### src/rtl/image_pipe_arb_pkg.sv
// Shared types for the two-source frame arbiter.
//   arb_state_t : arbiter FSM encoding
//   NUM_SRC     : number of upstream image sources
package image_pipe_arb_pkg;

   typedef enum logic [1:0] {IDLE, GRANT, DRAIN} arb_state_t;

   localparam int NUM_SRC = 2;

endpackage

### src/rtl/image_pipe_skid.sv
// Registered output stage with a one-entry skid buffer.
// Ports:
//   clk, rst_n      : clock, synchronous active-low reset
//   in_valid/in_data: beat being written this cycle (caller guarantees the
//                     skid entry is free whenever in_valid is high)
//   out_busy        : downstream stall
//   out_valid/data  : registered output beat
//   out_valid_nxt   : output register occupancy after this edge
//   skid_valid_nxt  : skid entry occupancy after this edge
module image_pipe_skid #(
   parameter int W = 33
) (
   input  logic         clk,
   input  logic         rst_n,
   input  logic         in_valid,
   input  logic [W-1:0] in_data,
   input  logic         out_busy,
   output logic         out_valid,
   output logic [W-1:0] out_data,
   output logic         out_valid_nxt,
   output logic         skid_valid_nxt
);

   logic         out_valid_q, out_valid_d;
   logic [W-1:0] out_data_q, out_data_d;
   logic         skid_valid_q, skid_valid_d;
   logic [W-1:0] skid_data_q, skid_data_d;
   logic         consume;

   always_comb begin
      out_valid_d  = out_valid_q;
      out_data_d   = out_data_q;
      skid_valid_d = skid_valid_q;
      skid_data_d  = skid_data_q;
      consume      = out_valid_q && !out_busy;

      if (consume) begin
         if (skid_valid_q) begin
            out_data_d   = skid_data_q;
            skid_valid_d = 1'b0;
         end else begin
            out_valid_d  = 1'b0;
         end
      end

      // After the consume step, the write lands in the output register if
      // it is free, otherwise it parks in the skid entry.
      if (in_valid) begin
         if (!out_valid_d) begin
            out_valid_d = 1'b1;
            out_data_d  = in_data;
         end else begin
            skid_valid_d = 1'b1;
            skid_data_d  = in_data;
         end
      end
   end

   always_ff @(posedge clk) begin
      if (!rst_n) begin
         out_valid_q  <= 1'b0;
         out_data_q   <= '0;
         skid_valid_q <= 1'b0;
         skid_data_q  <= '0;
      end else begin
         out_valid_q  <= out_valid_d;
         out_data_q   <= out_data_d;
         skid_valid_q <= skid_valid_d;
         skid_data_q  <= skid_data_d;
      end
   end

   assign out_valid      = out_valid_q;
   assign out_data       = out_data_q;
   assign out_valid_nxt  = out_valid_d;
   assign skid_valid_nxt = skid_valid_d;

endmodule

### src/rtl/image_pipe_arb.sv
// Two-source frame arbiter in front of image_pipe. Grants whole frames,
// alternating round-robin, through a registered output with a skid entry.
// Ports:
//   clk, rst_n            : clock, synchronous active-low reset
//   src_*_in[0:1]         : per-source beat data / valid / end
//   src_busy_out[0:1]     : registered per-source stall
//   arb_data/valid/end_out: beat stream toward image_pipe
//   arb_busy_in           : stall from image_pipe
//   arb_grant_out         : one-hot owner of the current frame, 0 when idle
//   frame_cnt_out[0:1]    : completed frames per source (wrapping)
//
// state | meaning
// IDLE  | no owner; waiting for any source valid
// GRANT | owner's beats accepted until its end beat
// DRAIN | end beat accepted; waiting for output and skid to empty
module image_pipe_arb
   import image_pipe_arb_pkg::*;
#(
   parameter int DW    = 32,
   parameter int CNT_W = 16
) (
   input  logic             clk,
   input  logic             rst_n,
   input  logic [DW-1:0]    src_data_in   [0:1],
   input  logic             src_valid_in  [0:1],
   input  logic             src_end_in    [0:1],
   output logic             src_busy_out  [0:1],
   output logic [DW-1:0]    arb_data_out,
   output logic             arb_valid_out,
   output logic             arb_end_out,
   input  logic             arb_busy_in,
   output logic [1:0]       arb_grant_out,
   output logic [CNT_W-1:0] frame_cnt_out [0:1]
);

   arb_state_t         state_q, state_d;
   logic [1:0]         grant_q, grant_d;
   logic               last_q, last_d;
   logic [NUM_SRC-1:0] busy_q, busy_d;
   logic [CNT_W-1:0]   cnt_q [0:NUM_SRC-1];
   logic [CNT_W-1:0]   cnt_d [0:NUM_SRC-1];

   logic               g;
   logic               pick;
   logic               acc;
   logic [DW:0]        acc_beat;
   logic [DW:0]        out_beat;
   logic               out_valid_nxt;
   logic               skid_valid_nxt;

   assign g = grant_q[1];

   // Only the owner can see busy low, and only while in GRANT.
   always_comb begin
      acc      = 1'b0;
      acc_beat = '0;
      if (state_q == GRANT && src_valid_in[g] && !busy_q[g]) begin
         acc      = 1'b1;
         acc_beat = {src_end_in[g], src_data_in[g]};
      end
   end

   image_pipe_skid #(.W(DW + 1)) u_skid (
      .clk            (clk),
      .rst_n          (rst_n),
      .in_valid       (acc),
      .in_data        (acc_beat),
      .out_busy       (arb_busy_in),
      .out_valid      (arb_valid_out),
      .out_data       (out_beat),
      .out_valid_nxt  (out_valid_nxt),
      .skid_valid_nxt (skid_valid_nxt)
   );

   always_comb begin
      state_d = state_q;
      grant_d = grant_q;
      last_d  = last_q;
      cnt_d   = cnt_q;
      pick    = 1'b0;

      case (state_q)
         IDLE: begin
            if (src_valid_in[0] || src_valid_in[1]) begin
               if (src_valid_in[0] && src_valid_in[1]) pick = ~last_q;
               else                                    pick = src_valid_in[1];
               grant_d = pick ? 2'b10 : 2'b01;
               state_d = GRANT;
            end
         end
         GRANT: begin
            if (acc && acc_beat[DW]) state_d = DRAIN;
         end
         DRAIN: begin
            // Leave as soon as the end beat is consumed this cycle so the
            // next grant can land two cycles after that consume.
            if (!out_valid_nxt && !skid_valid_nxt) begin
               cnt_d[g] = cnt_q[g] + CNT_W'(1);
               last_d   = g;
               grant_d  = 2'b00;
               state_d  = IDLE;
            end
         end
         default: state_d = IDLE;
      endcase

      for (int i = 0; i < NUM_SRC; i++) begin
         busy_d[i] = !(state_d == GRANT && grant_d[i] && !skid_valid_nxt);
      end
   end

   always_ff @(posedge clk) begin
      if (!rst_n) begin
         state_q <= IDLE;
         grant_q <= 2'b00;
         last_q  <= 1'b1;
         busy_q  <= '0;
         for (int i = 0; i < NUM_SRC; i++) cnt_q[i] <= '0;
      end else begin
         state_q <= state_d;
         grant_q <= grant_d;
         last_q  <= last_d;
         busy_q  <= busy_d;
         cnt_q   <= cnt_d;
      end
   end

   always_comb begin
      for (int i = 0; i < NUM_SRC; i++) begin
         src_busy_out[i]  = busy_q[i];
         frame_cnt_out[i] = cnt_q[i];
      end
   end

   assign arb_grant_out = grant_q;
   assign arb_data_out  = out_beat[DW-1:0];
   assign arb_end_out   = arb_valid_out & out_beat[DW];

endmodule

### config.mk
export PLATFORM = sky130hd
export DESIGN_NAME = image_pipe_arb
export DESIGN_NICKNAME = d
export VERILOG_FILES = /design/src/rtl/image_pipe_arb_pkg.sv /design/src/rtl/image_pipe_skid.sv /design/src/rtl/image_pipe_arb.sv
export SDC_FILE = /design/constraint.sdc
export NUM_CORES = 1
export LEC_CHECK = 0
export ABC_CLOCK_PERIOD_IN_PS = 4500
export CORE_MARGIN = 3
export CORE_UTILIZATION = 53
export CTS_CLUSTER_DIAMETER = 30
export CTS_CLUSTER_SIZE = 12
export DETAILED_ROUTE_END_ITERATION = 16
export PLACE_DENSITY_LB_ADDON = 0.2
export SYNTH_ARGS = -nofsm -noshare
export SYNTH_HDL_FRONTEND = slang
export SYNTH_SLANG_ARGS = --single-unit
### constraint.sdc
create_clock -name clk -period 4.5 [get_ports clk]
set_clock_uncertainty 0.2 [all_clocks]
set_input_delay 0.45 -clock clk [delete_from_list [all_inputs] [get_ports clk]]
set_output_delay 0.45 -clock clk [all_outputs]
set_load 0.05 [all_outputs]
==> results by group, run 1 <==
Status
  • Status: finished clean

Power and ir drop
  • PwrDens: about 280 nW/µm²
  • Static Leak: 3.27 nW
  • VDD IR max: between 0.0001 and 0.00015 V
  • Pwr Total: 0.00190 W

CTS
  • Number of H-tree levels: 3
  • Cts repair resizes: 0
  • Worst skew pair latency: between 0.3 and 0.4 ns
  • Worst-path clk slew: 0.10 ns
  • CTS Buf Count: 9
  • Clk buf depth: 2
  • Hold Buf Count CTS: 0
  • CTS tree: done
  • Setup Fix Bufs, Post-CTS: 0
  • Root buffer cell: clkbuf_8
  • Clk sinks: 107

Global route
  • First-pass GRT wire length: 20300 µm
  • Pin count of the biggest net entering global routing: 72
  • Remaining Overflow, GRT: 0
  • Vias in the first global route: ~4300
  • Overall Global Routing Usage: between 20% and 30%
  • Initial antenna violation count: 0

STA
  • RSZ-0062 raised after global routing: false
  • Worst-margin pin slew: about 0.78 ns
  • Fmax: 308 MHz
  • Final setup viols: 0
  • Setup TNS: 0 ns
  • Crit share post-route: between 70% and 80%
  • Slew HR: 48.2%
  • Final slew viol count: 0
  • Fin Hold WS: 0.307 ns
  • Setup ws final: 1.25 ns
  • Final hold vios: 0
  • Min Tclk post-route: roughly 3.3 ns

Yosys
  • Syn Area/Cell: about 9.1 µm²
  • Synth warnings: 0
  • Prevailing post-synth register cell: dfxtp_1
  • Syn Nets: approximately 660
  • Syn Std Cell Area: approximately 5400 µm²
  • Most area-hungry cell type in the Yosys netlist: dfxtp_1
  • Synth top area cells: dfxtp_1 40%, mux2i_1 13%, nand2_1 8.7%
  • Most frequent cell after synthesis: nand2_1
  • Cells after Synth: roughly 600
  • EDFF count, synth: 0
  • Top cell type's share of synthesized area: between 30% and 40%
  • Sequential share of the synthesized area: between 30% and 40%
  • Register bit total from synthesis: approximately 110
  • Ys async rst share: 0%
  • Most frequent cells after synthesis: 124 x nand2_1, 107 x dfxtp_1, 72 x mux2i_1
  • Synth cell types: 54

Detailed routing
  • Drt total wl: around 12000 µm
  • Final antenna-violating net count: 0
  • Drt pass-1 iters: 5
  • DRC: 0
  • 1st-iter DRT viols: 168
  • DR vias/cell: 5.47
  • Routed len/inst: ~15 µm
  • Vias: between 4000 and 5000

Final layout
  • Synthesis-to-layout area growth: 25.7%
  • Area of the multi-input gates: 2810 µm²
  • Ant diodes: 0
  • Layout Nets: between 700 and 800
  • Seq. cell area: between 2000 and 2500 µm²
  • Final instance count without filler cells: ~800
  • Fill count: 829
  • Fraction of layout cells with a size suffix above 1: 5.29%

Floorplanning
  • Die Area: around 11000 µm²
  • I/O Pins: 141
  • Die Y: 107 µm
  • Placeable Area: ~9800 µm²
  • Die X: 107 µm
  • Row count: 36
  • Initial Util: 54.7%

Worst setup path
  • Worst Path Required: just under 4 ns
  • Setup crit end kind: output port
  • Worst Setup Start Kind: register
  • CP Max Fanout: 36
  • Crit path DAT: roughly 2.6 ns
  • Setup Crit Path Kind: reg -> out

Place
  • Gpl congestion: 0.818
  • Placed Cells: around 800
  • Post-Place Worst Slack: between 1 and 1.5 ns
  • Count of input and output buffers: 140
  • DP HPWL: roughly 8800 µm

Worst hold path
  • HP Class: reg -> reg

Run
  • Max_cap viols: 0
## power by group
| part | switching, W | internal [W] | leakage [nW] | total, W |
|---|---|---|---|---|
| sequential | 0.0000267 | 0.000978 | 0.868 | 0.00100 |
| combinational | 0.000201 | 0.000159 | 2.32 | 0.000361 |
| clock | 0.000332 | 0.000205 | 0.0798 | 0.000538 |
| total | 0.000561 | 0.00134 | 3.27 | 0.00190 |
## stage by stage
stage / util, % / cell area, µm²
after floorplan: - / 5370
after global placement: 67.0 / 6580
after detailed placement: 67.0 / 6580
after CTS: 68.8 / 6750
after global routing: 68.8 / 6750
final: 68.8 / 6750
## flip-flops by register name, indices dropped and copies added, names as in the netlist
| register | count |
|---|---|
| arb_grant_out | 2 |
| busy_q | 2 |
| frame_cnt_out | 32 |
| last_q | 1 |
| state_q | 2 |
| u_skid.out_data | 33 |
| u_skid.out_valid | 1 |
| u_skid.skid_data_q | 33 |
| u_skid.skid_valid_q | 1 |
## final timing paths
| kind | slack (ns) | from | depth (start not counted) | end |
|---|---|---|---|---|
| worst max-delay path | 1.25 | arb_grant_out[1] | 2 | arb_grant_out[1] |
| worst min-delay path | 0.31 | u_skid.skid_data_q[26] | 1 | u_skid.skid_data_q[26] |
| worst max register to register | 1.36 | arb_grant_out[1] | 7 | u_skid.skid_data_q[11] |
| worst min register to register | 0.31 | u_skid.skid_data_q[26] | 1 | u_skid.skid_data_q[26] |
## area by class of cell
class                   count  share of cell area [%]
multi-input cells         408                    41.6
flip-flops and latches    107                    31.7
repair buffers            146                    21.3
well taps                 133                    2.46
clock buffers               9                    1.83
clock inverters             6                   0.760
inverters                   4                   0.222
## placed cells by master, fill, tap and decap left out, types with 8 or more instances in the layout
cell type and count:
xnor2_1 11, dfxtp_1 106, nand2_1 124, and2_1 14
o211ai_1 8, mux2i_1 72, nor2b_1 12, and3_1 34
o211a_1 33, clkdlybuf4s50_1 139, clkbuf_8 9
## critical path, stage by stage, from the launching register on
cell,delay (ns)
dfxtp_2,0.84
buf_4,0.49
clkdlybuf4s50_1,0.88
## cell families (layout without fill, tap and decap cells)
family                   after synthesis  after routing  synth area share (%)
AND/OR/NAND/NOR                      241            241                  23.4
flip-flops                           107            107                  39.9
AO/OA/AOI/OAI                         75             75                  11.8
multiplexers                          75             75                  14.0
buffers and inverters                 75            165                  8.01
XOR/XNOR                              16             16                  2.61
adder cells (fa/ha/maj)                1              1                 0.233
## per-layer routing
layer  vias up  global-route usage (%)  wire [µm]
met5         -                       0          0
li1       2189                       -          -
met4         0                    8.22        281
met2       104                    35.7       6010
met1      2131                    27.8       5540
met3        23                    4.09        613
No activity file was read; power rests on OpenSTA's default activity.
==> run 2, diff against run 1 <==
--- a/config.mk
+++ b/config.mk
@@ -5,9 +5,9 @@
 export SDC_FILE = /design/constraint.sdc
 export NUM_CORES = 1
 export LEC_CHECK = 0
-export ABC_CLOCK_PERIOD_IN_PS = 4500
+export ABC_CLOCK_PERIOD_IN_PS = 2840
 export CORE_MARGIN = 3
-export CORE_UTILIZATION = 53
+export CORE_UTILIZATION = 44
 export CTS_CLUSTER_DIAMETER = 30
 export CTS_CLUSTER_SIZE = 12
 export DETAILED_ROUTE_END_ITERATION = 16
==> constraint.sdc (replaced) <==
create_clock -name clk -period 2.84 [get_ports clk]
set_clock_uncertainty 0.2 [all_clocks]
set_input_delay 0.284 -clock clk [delete_from_list [all_inputs] [get_ports clk]]
set_output_delay 0.284 -clock clk [all_outputs]
set_load 0.05 [all_outputs]
==> run 2 against run 1 <==
Global-route usage shrank 3.6 points. Critical path depth is 5 higher. Sequential power rose by 58%. Setup slack lost 0.88 ns. Utilization fell by 8.8 points. Cell area rose by 3.5%. Routed wire length fell by 0.84%. Hold slack worse by 0.025 ns. Combinational power up 63%. Via count is 1.1% lower. Clock power is 140% higher.
==> results by group, run 2 (synthesis results as in run 1) <==
Final layout
  • Synthesis-to-layout area growth: 30.1% (was 25.7%)
  • Ant diodes: 0 (unchanged)
  • Layout Nets: 752 (was 748)
  • Commonest non-fill, non-tap cells in the layout: 139 x clkdlybuf4s50_1, 124 x nand2_1, 106 x dfxtp_1, 72 x mux2i_1, 34 x and3_1 (unchanged)
  • Fraction of layout cells with a size suffix above 1: 5.56% (was 5.29%)
  • Commonest non-fill, non-tap cell in the layout: clkdlybuf4s50_1 (unchanged)
  • Layout Utilization: 59.9% (was 68.8%)

Floorplanning
  • Die Y: 117 µm (was 107 µm)
  • Row count: 39 (was 36)
  • Initial Util: 46.1% (was 54.7%)
  • Die Area: 13600 µm² (was 11400 µm²)
  • Placeable Area: 11700 µm² (was 9820 µm²)
  • I/O Pins: 141 (unchanged)
  • Die X: 117 µm (was 107 µm)

Power and ir drop
  • PwrDens: 493 nW/µm² (was 282 nW/µm²)
  • VDD IR max: 0.000220 V (was 0.000146 V)
  • Static Leak: 3.37 nW (was 3.27 nW)

Worst setup path
  • Worst Setup Start Kind: register (unchanged)
  • Setup crit end kind: register (was output port)
  • Crit path buf inv count: 0 (was 2)
  • Crit path max-delay family: simple AND/OR/NAND/NOR gates (was buffers and inverters)
  • CP Max Fanout: 7 (was 36)
  • Worst Path Required: 2.92 ns (was 3.85 ns)
  • Crit path DAT: 2.55 ns (was 2.60 ns)
  • Cell Chain, Critical Path: mux2_2 > ha_1 > nand4b_1 > a22oi_2 > nand3_1 > or4b_1 > nand2_1 (was buf_4 > clkdlybuf4s50_1)
  • CP peak stage delay: 0.53 ns (was 0.88 ns)
  • CP max stage cell: or4b_1 (was clkdlybuf4s50_1)
  • Setup Crit Path Kind: reg -> reg (was reg -> out)

CTS
  • CTS Buf Count: 9 (unchanged)
  • Setup Fix Bufs, Post-CTS: 0 (unchanged)
  • Clk sinks: 107 (unchanged)
  • Hold Buf Count CTS: 0 (unchanged)
  • Clk buf depth: 2 (unchanged)
  • Cts repair resizes: 0 (unchanged)
  • Worst skew pair latency: 0.34 ns (was 0.36 ns)
  • CTS tree: done (unchanged)
  • Number of H-tree levels: 3 (unchanged)
  • Root buffer cell: clkbuf_16 (was clkbuf_8)
  • Worst-path clk slew: 0.07 ns (was 0.10 ns)

STA
  • Setup TNS: 0 ns (unchanged)
  • Final slew viol count: 0 (unchanged)
  • Crit share post-route: just under 90%
  • Min Tclk post-route: about 2.5 ns
  • Worst-margin pin slew: 0.684 ns (was 0.777 ns)
  • Final setup viols: 0 (unchanged)
  • Fmax: about 400 MHz
  • Final hold vios: 0 (unchanged)
  • Fin Hold WS: 0.283 ns (was 0.307 ns)
  • Slew HR: 54.4% (was 48.2%)
  • RSZ-0062 raised after global routing: false (unchanged)
  • Setup ws final: 0.369 ns (was 1.25 ns)

Status
  • Status: finished clean (unchanged)

Place
  • Gpl congestion: 0.785 (was 0.818)
  • Post-Place Worst Slack: 0.395 ns (was 1.36 ns)
  • DP HPWL: 8780 µm (was 8760 µm)
  • Count of input and output buffers: 140 (unchanged)

Detailed routing
  • Routed len/inst: 14.9 µm (was 15.3 µm)
  • DRC: 0 (unchanged)
  • Final antenna-violating net count: 0 (unchanged)
  • Vias: 4400 (was 4447)
  • DR vias/cell: 5.32 (was 5.47)
  • Drt total wl: 12300 µm (was 12400 µm)
  • Drt pass-1 iters: 4 (was 5)
  • 1st-iter DRT viols: 268 (was 168)

Global route
  • Remaining Overflow, GRT: 0 (unchanged)
  • Vias in the first global route: 4033 (was 4286)
  • Initial antenna violation count: 0 (unchanged)
  • First-pass GRT wire length: 19800 µm (was 20300 µm)
  • Overall Global Routing Usage: 18.0% (was 21.6%)
  • Pin count of the biggest net entering global routing: 51 (was 72)

Run
  • Max_cap viols: 0 (unchanged)

Worst hold path
  • HP Class: reg -> reg (unchanged)
==> run 2: cell count changes in the layout (fill, tap and decap cells not counted), moves of 2 or more <==
cell,change
buf_12,+5
clkinvlp_4,-2
clkbuf_16,+10
clkbuf_8,-9
clkbuf_1,+2
==> run 2: path summary, 6_finish.rpt <==
| kind | startpoint | end | slack (ns) | cells past startpoint |
|---|---|---|---|---|
| setup / recovery | arb_grant_out[1] | frame_cnt_out[10] | 0.37 | 7 |
| hold / removal | frame_cnt_out[15] | frame_cnt_out[15] | 0.28 | 2 |
| setup reg to reg | arb_grant_out[1] | frame_cnt_out[10] | 0.37 | 7 |
| hold reg to reg | frame_cnt_out[15] | frame_cnt_out[15] | 0.28 | 2 |
==> run 2: worst min-delay path: stages (launching register included) <==
cell and delay, ns:
dfxtp_1 0.31, o21ai_0 0.07, a21boi_1 0.06
==> run 2: layout make-up <==
type,count,area [µm²]
Inverter,4,15.0
Clock buffer,12,258
Sequential cell,107,2150
Multi-Input combinational cell,408,2810
Fill cell,1038,4670
Tap cell,143,179
Timing Repair Buffer,150,1530
Clock inverter,3,46.3
==> run 2: per-layer routing <==
metal  wire length [µm]  vias up  GRT usage (%)
met5                  0        -              0
met4                135        0           6.03
met3                733       10           3.52
met2               5880      115           29.4
met1               5590     2080           23.9
li1                   -     2195              -
==> run 2: per-stage QoR <==
| step | std cells | power [W] | area, µm² |
|---|---|---|---|
| floorplan | 590 | 0.00202 | 5380 |
| global placement | 812 | 0.00220 | 6690 |
| detailed placement | 812 | 0.00221 | 6690 |
| CTS | 827 | 0.00348 | 6990 |
| global route | 827 | 0.00359 | 6990 |
| finish | 827 | 0.00345 | 6990 |
==> run 2: where the power goes <==
| part | total [W] | internal [W] | switching (W) |
|---|---|---|---|
| logic | 0.000590 | 0.000261 | 0.000328 |
| registers | 0.00158 | 0.00155 | 0.0000330 |
| clock network | 0.00127 | 0.000735 | 0.000538 |
| total | 0.00345 | 0.00255 | 0.000899 |
